### config.mk
export PLATFORM = sky130hd
export DESIGN_NAME = fram_sync
export DESIGN_NICKNAME = d
export VERILOG_FILES = /design/src/rtl/fram_sync.sv
export SDC_FILE = /design/constraint.sdc
export NUM_CORES = 1
export LEC_CHECK = 0
export CORE_MARGIN = 1
export CORE_UTILIZATION = 52
export CTS_CLUSTER_SIZE = 24
export DETAILED_ROUTE_END_ITERATION = 8
export GPL_ROUTABILITY_DRIVEN = 1
export PLACE_DENSITY = 0.9
export SLEW_MARGIN = 30
export SYNTH_ARGS = -nofsm -noshare
export SYNTH_HDL_FRONTEND = slang
export SYNTH_SLANG_ARGS = --single-unit
### constraint.sdc
create_clock -name clk -period 2.9 [get_ports clk]
set_clock_uncertainty 0.2 [all_clocks]
set_input_delay 0.87 -clock clk [delete_from_list [all_inputs] [get_ports clk]]
set_output_delay 0.87 -clock clk [all_outputs]
set_load 0.01 [all_outputs]
### src/rtl/fram_sync.sv
// Block-copy sequencer between a local synchronous-read byte buffer and an FRAM controller.
// Save issues WREN+WRITE per byte, load issues one READ per byte, each with a watchdog.
module fram_sync #(
  parameter int         DEPTH     = 64,
  parameter int         BASE_ADDR = 0,
  parameter int         TIMEOUT   = 1023,
  parameter logic [1:0] CMD_WREN  = 2'd1,
  parameter logic [1:0] CMD_WRITE = 2'd2,
  parameter logic [1:0] CMD_READ  = 2'd3
) (
  input  logic       clk,
  input  logic       rst,
  input  logic       start_save,
  input  logic       start_load,
  output logic       busy,
  output logic       done,
  output logic       err,
  output logic [5:0] buf_addr,
  input  logic [7:0] buf_rd_data,
  output logic       buf_wr_en,
  output logic [7:0] buf_wr_data,
  output logic [1:0] mem_cmd,
  output logic [5:0] mem_addr,
  output logic [7:0] mem_wr_data,
  input  logic [7:0] mem_rd_data,
  output logic       mem_en,
  input  logic       mem_valid
);

  localparam int              WD_W     = (TIMEOUT < 2) ? 1 : $clog2(TIMEOUT + 1);
  localparam logic [5:0]      BASE6    = 6'(BASE_ADDR);
  localparam logic [5:0]      LAST_IDX = 6'(DEPTH - 1);
  localparam logic [WD_W-1:0] WD_LAST  = WD_W'(TIMEOUT - 1);

  typedef enum logic [2:0] {
    S_IDLE, S_FETCH, S_WREN, S_WRITE, S_READ, S_GAP, S_DONE
  } state_t;

  state_t          state_reg, state_next;
  logic [5:0]      idx_reg, idx_next;
  logic            phase_reg, phase_next;
  logic            save_reg, save_next;
  logic            after_wren_reg, after_wren_next;
  logic [WD_W-1:0] wd_reg, wd_next;

  logic       busy_reg, busy_next;
  logic       done_reg, done_next;
  logic       err_reg, err_next;
  logic [5:0] buf_addr_reg, buf_addr_next;
  logic       buf_wr_en_reg, buf_wr_en_next;
  logic [7:0] buf_wr_data_reg, buf_wr_data_next;
  logic [1:0] mem_cmd_reg, mem_cmd_next;
  logic [5:0] mem_addr_reg, mem_addr_next;
  logic [7:0] mem_wr_data_reg, mem_wr_data_next;
  logic       mem_en_reg, mem_en_next;

  logic [5:0] idx_inc;
  logic       in_request;

  assign idx_inc    = idx_reg + 6'd1;
  assign in_request = (state_reg == S_WREN) || (state_reg == S_WRITE) || (state_reg == S_READ);

  always_comb begin
    state_next       = state_reg;
    idx_next         = idx_reg;
    phase_next       = phase_reg;
    save_next        = save_reg;
    after_wren_next  = after_wren_reg;
    wd_next          = wd_reg;
    busy_next        = busy_reg;
    done_next        = 1'b0;
    err_next         = 1'b0;
    buf_addr_next    = buf_addr_reg;
    buf_wr_en_next   = 1'b0;
    buf_wr_data_next = buf_wr_data_reg;
    mem_cmd_next     = mem_cmd_reg;
    mem_addr_next    = mem_addr_reg;
    mem_wr_data_next = mem_wr_data_reg;
    mem_en_next      = mem_en_reg;

    case (state_reg)
      S_IDLE: begin
        if (start_save) begin
          state_next    = S_FETCH;
          idx_next      = 6'd0;
          phase_next    = 1'b0;
          save_next     = 1'b1;
          busy_next     = 1'b1;
          buf_addr_next = 6'd0;
        end else if (start_load) begin
          state_next    = S_READ;
          idx_next      = 6'd0;
          save_next     = 1'b0;
          busy_next     = 1'b1;
          mem_cmd_next  = CMD_READ;
          mem_addr_next = BASE6;
          wd_next       = '0;
        end
      end

      // buf_addr was presented on entry; the buffer answers one cycle later.
      S_FETCH: begin
        if (!phase_reg) begin
          phase_next = 1'b1;
        end else begin
          phase_next       = 1'b0;
          mem_wr_data_next = buf_rd_data;
          mem_cmd_next     = CMD_WREN;
          mem_addr_next    = BASE6 + idx_reg;
          wd_next          = '0;
          state_next       = S_WREN;
        end
      end

      S_WREN, S_WRITE, S_READ: begin
        if (!mem_en_reg) begin
          mem_en_next = 1'b1;
        end else if (mem_valid) begin
          mem_en_next     = 1'b0;
          after_wren_next = (state_reg == S_WREN);
          state_next      = S_GAP;
          if (state_reg == S_READ) begin
            buf_wr_en_next   = 1'b1;
            buf_addr_next    = idx_reg;
            buf_wr_data_next = mem_rd_data;
          end
        end else if (wd_reg == WD_LAST) begin
          mem_en_next = 1'b0;
          err_next    = 1'b1;
          busy_next   = 1'b0;
          state_next  = S_IDLE;
        end else begin
          wd_next = wd_reg + WD_W'(1);
        end
      end

      // Controller only re-arms on en && ~valid, so wait for valid to clear.
      S_GAP: begin
        if (!mem_valid) begin
          if (after_wren_reg) begin
            after_wren_next = 1'b0;
            mem_cmd_next    = CMD_WRITE;
            mem_addr_next   = BASE6 + idx_reg;
            wd_next         = '0;
            state_next      = S_WRITE;
          end else if (idx_reg == LAST_IDX) begin
            done_next  = 1'b1;
            busy_next  = 1'b0;
            state_next = S_DONE;
          end else begin
            idx_next = idx_inc;
            if (save_reg) begin
              buf_addr_next = idx_inc;
              phase_next    = 1'b0;
              state_next    = S_FETCH;
            end else begin
              mem_cmd_next  = CMD_READ;
              mem_addr_next = BASE6 + idx_inc;
              wd_next       = '0;
              state_next    = S_READ;
            end
          end
        end
      end

      S_DONE: state_next = S_IDLE;

      default: state_next = S_IDLE;
    endcase
  end

  always_ff @(posedge clk) begin
    if (rst) begin
      state_reg       <= S_IDLE;
      idx_reg         <= 6'd0;
      phase_reg       <= 1'b0;
      save_reg        <= 1'b0;
      after_wren_reg  <= 1'b0;
      wd_reg          <= '0;
      busy_reg        <= 1'b0;
      done_reg        <= 1'b0;
      err_reg         <= 1'b0;
      buf_addr_reg    <= 6'd0;
      buf_wr_en_reg   <= 1'b0;
      buf_wr_data_reg <= 8'd0;
      mem_cmd_reg     <= 2'd0;
      mem_addr_reg    <= 6'd0;
      mem_wr_data_reg <= 8'd0;
      mem_en_reg      <= 1'b0;
    end else begin
      state_reg       <= state_next;
      idx_reg         <= idx_next;
      phase_reg       <= phase_next;
      save_reg        <= save_next;
      after_wren_reg  <= after_wren_next;
      wd_reg          <= wd_next;
      busy_reg        <= busy_next;
      done_reg        <= done_next;
      err_reg         <= err_next;
      buf_addr_reg    <= buf_addr_next;
      buf_wr_en_reg   <= buf_wr_en_next;
      buf_wr_data_reg <= buf_wr_data_next;
      mem_cmd_reg     <= mem_cmd_next;
      mem_addr_reg    <= mem_addr_next;
      mem_wr_data_reg <= mem_wr_data_next;
      mem_en_reg      <= mem_en_next;
    end
  end

  assign busy        = busy_reg;
  assign done        = done_reg;
  assign err         = err_reg;
  assign buf_addr    = buf_addr_reg;
  assign buf_wr_en   = buf_wr_en_reg;
  assign buf_wr_data = buf_wr_data_reg;
  assign mem_cmd     = mem_cmd_reg;
  assign mem_addr    = mem_addr_reg;
  assign mem_wr_data = mem_wr_data_reg;
  assign mem_en      = mem_en_reg;

endmodule

==> flow_summary.toml <==
[clock_network]
cts_buffers = 9
hold_buffers = 0
post_cts_buffers = 0
clk_latency_ps = 340
root_buffer = "clkbuf_8"
cts_sinks = 57
clock_path_buffers = 2
clk_pin_slew_ps = 60
htreeDepth = 3
cts_tree = "built"
cts_resized = 0

[grt]
grt_pass1_wl_mm = 13.09
grt_max_degree = 33
grt_overflow_total = 0
grt_pass1_vias = 2934
antenna_found_initial = 0
grt_usage_pct = 26.94

[yosys]
ys_types = 59
yosys-top-cells-count = "dfxtp_1 (57), nor2_1 (44), a21oi_1 (37), nand2_1 (35), o21ai_0 (24)"
synth_top_area_cell = "dfxtp_1"
ys_warn_count = 0
ys.flop_type = "dfxtp_1"
synth_edf_count = 0
yosysSeqAreaShare_pct = 37.56
synth_top_cell_area_share_pct = 37.56
synth_area_leaders = "dfxtp_1 (38%), a21oi_1 (6.1%), nor2_1 (5.4%), nand2_1 (4.3%), o21ai_0 (4.0%)"
synthCells = 377
syn_area_um2 = 3038
synth-seq-cells = 57
yosysMostFrequentCell = "dfxtp_1"
syn_nets = 403
avgSynthCellArea_um2 = 8.058
postSynth.asyncResetShare_pct = 0

[placed_design]
portBuffers = 55
pre_cts_slack_ps = -6.345
gp_congestion = 0.9397
post-dp-hpwl_mm = 5.652
placed_cells = 494

[power]
seq_power_share_pct = 32.7
switching_power_w = 0.001268
powerDensity_nw_per_um2 = 802.0
p_leak_nw = 1.418
ir_drop_mv = 0.4286
p_comb_share_pct = 45.5
sw_frac_of_total_pct = 41.03
p_int_w = 0.001822
clkPwrFrac_pct = 21.9

[layout]
nFillCells = 439
largest_reg_flops = 10
n_antenna_cell = 0
nets = 459
drive_gt1_share_pct = 10.96
final_cells = 510
fin_util_pct = 69.11
syn_to_final_growth_pct = 26.81

[die]
ioPinCount = 56
start_util_pct = 54.50
dieArea_um2 = 6152
core_um2 = 5574
rows = 27
fp.dieH_um = 78.44
dieWidth_um = 78.44

[detailed_routing]
totalWireLength_mm = 7.868
drt_iter0_drc = 232
viasPerCell = 6.078
met2WireLength_mm = 3.806
wl_met1_mm = 3.316
wl_per_cell_um = 15.43
antenna_left = 0
route.top_layer_used = "met4"
dr.pass1.iters = 5
drc = 0
dr_wl_met3_um = 505
routed-via-count = 3100

[timing]
worst_slew_pin_slew_ps = 953.2
rsz0062_at_grt = "no"
setup_tns_ps = 0
slew_headroom_pct = 36.22
finalSetupViolations = 0
period_needed_ps = 2583
fmax_mhz = 387.2
drv_slew = 0
setup_slack_ps = 317.2
hold_viol_final = 0
period_share_pct = 89.06

[worst_hold_path]
hold_class = "flip-flop to flip-flop"

[worst_setup_path]
cp-endpoint = "wd_reg[9]"
crit_arrival_ps = 2620
cp-end-kind = "flip-flop"
worstRegToRegCells = 5
crit_required_ps = 2930
r2r_end = "wd_reg[9]"
worst_path_largest_cell_delay_ps = 760
crit_top_cell = "nor2_1"
critPathMaxFanout = 15
crit_path_start = "state_reg[1]"
cp_cell_sequence = "nor3b_1 > nor2_1 > nor2_1 > and3_1 > a211o_1"
critPathLaunchType = "flip-flop"
rr_startpoint = "state_reg[1]"
crit_path_top_delay_cell = "nor2_1"
critPathKind = "flip-flop to flip-flop"
worst-r2r-setup-slack_ps = 320

[run]
cap_violations = 0

[outcome]
outcome = "finished clean"
==> metal layers <==
| metal | global-route usage (%) | vias up |
|---|---|---|
| met2 | 46.84 | 149 |
| met4 | 15.37 | 0 |
| met3 | 5.814 | 28 |
| met5 | 0 | - |
| met1 | 30.34 | 1440 |
| li1 | - | 1483 |
==> worst max-delay path: cells and delay by family (launching register included) <==
family | cells | cell delay (ps)
and+or+nand+nor | 4 | 1330
DFF | 1 | 680
AOI/OAI and AO/OA | 1 | 260
==> area by class of cell <==
type	count	area, µm²	area share (%)
clock buffer	12	155.1	4.027
inverter	7	26.28	0.6820
sequential	57	1141	29.62
clock inverter	4	27.53	0.7145
multi-input combinational	286	1739	45.14
timing repair buffer	72	673.1	17.47
tap	72	90.09	2.338
==> worst min-delay path by stage <==
stage                           endpoint           start  depth (start not counted)
after floorplan                wd_reg[8]       wd_reg[8]                          2
final                     mem_wr_data[7]  mem_wr_data[7]                          2
after detailed placement  mem_wr_data[1]  mem_wr_data[1]                          2
after global routing      mem_wr_data[7]  mem_wr_data[7]                          2
after CTS                 mem_wr_data[1]  mem_wr_data[1]                          2
after global placement    mem_wr_data[4]  mem_wr_data[4]                          2
==> kinds of logic (layout without fill, tap and decap cells) <==
kind of cell / Yosys count / count (layout) / share of synthesized area, %
flip-flops: 57 / 57 / 37.56
XOR/XNOR: 5 / 5 / 1.441
multiplexers: 9 / 9 / 2.966
buffers and inverters: 34 / 95 / 5.189
AND/OR/NAND/NOR: 159 / 159 / 26.94
adder cells (fa/ha/maj): 5 / 5 / 2.059
AO/OA/AOI/OAI: 108 / 108 / 23.85
==> layout by cell type, fill, tap and decap left out, types with 2 or more instances in the layout <==
cell type        netlist  routed
a211o_1                3       3
a211oi_1               7       7
a21oi_1               37      37
a221o_1                2       2
a221oi_1               3       3
a22oi_1                6       6
a311oi_1               2       2
a31oi_1                3       3
and3_1                10      10
buf_4                  3      17
clkbuf_8               0      11
clkdlybuf4s50_1        0      54
clkinvlp_4             0       3
dfxtp_1               57      57
ha_1                   5       5
inv_1                  7       7
mux2i_1                9       9
nand2_1               35      35
nand2b_1               6       6
nand3_1               11      11
nand3b_1               2       2
nand4_1               10      10
nand4b_1               3       3
nor2_1                44      44
nor2b_1                7       7
nor3_1                 6       6
nor3_2                 2       2
nor4_1                 6       6
o211ai_1               2       2
o21ai_0               24      24
o21ai_2                2       2
o31ai_1                3       3
o32ai_1                2       2
or2_2                  2       2
or3_1                  4       4
or4_1                  2       2
xnor2_1                4       4
==> through the flow <==
stage	power (W)	hold slack, ps	area [µm²]
4_1_cts	0.003075	263.0	3852
3_3_place_gp	0.002347	240.8	3670
6_report	0.003090	260.1	3852
2_1_floorplan	0.001922	267.5	3038
3_5_place_dp	0.002395	253.8	3670
5_1_grt	0.003272	270.9	3852
==> power by group through the flow <==
stage | combinational (W) | sequential (W) | clock, W
floorplan | 0.000943 | 0.000979 | 0
global placement | 0.00134 | 0.00101 | 0
detailed placement | 0.00137 | 0.00102 | 0
CTS | 0.00138 | 0.00100 | 0.000688
global route | 0.00152 | 0.00102 | 0.000726
finish | 0.00140 | 0.00101 | 0.000676
(Power assumes the default switching activity.)
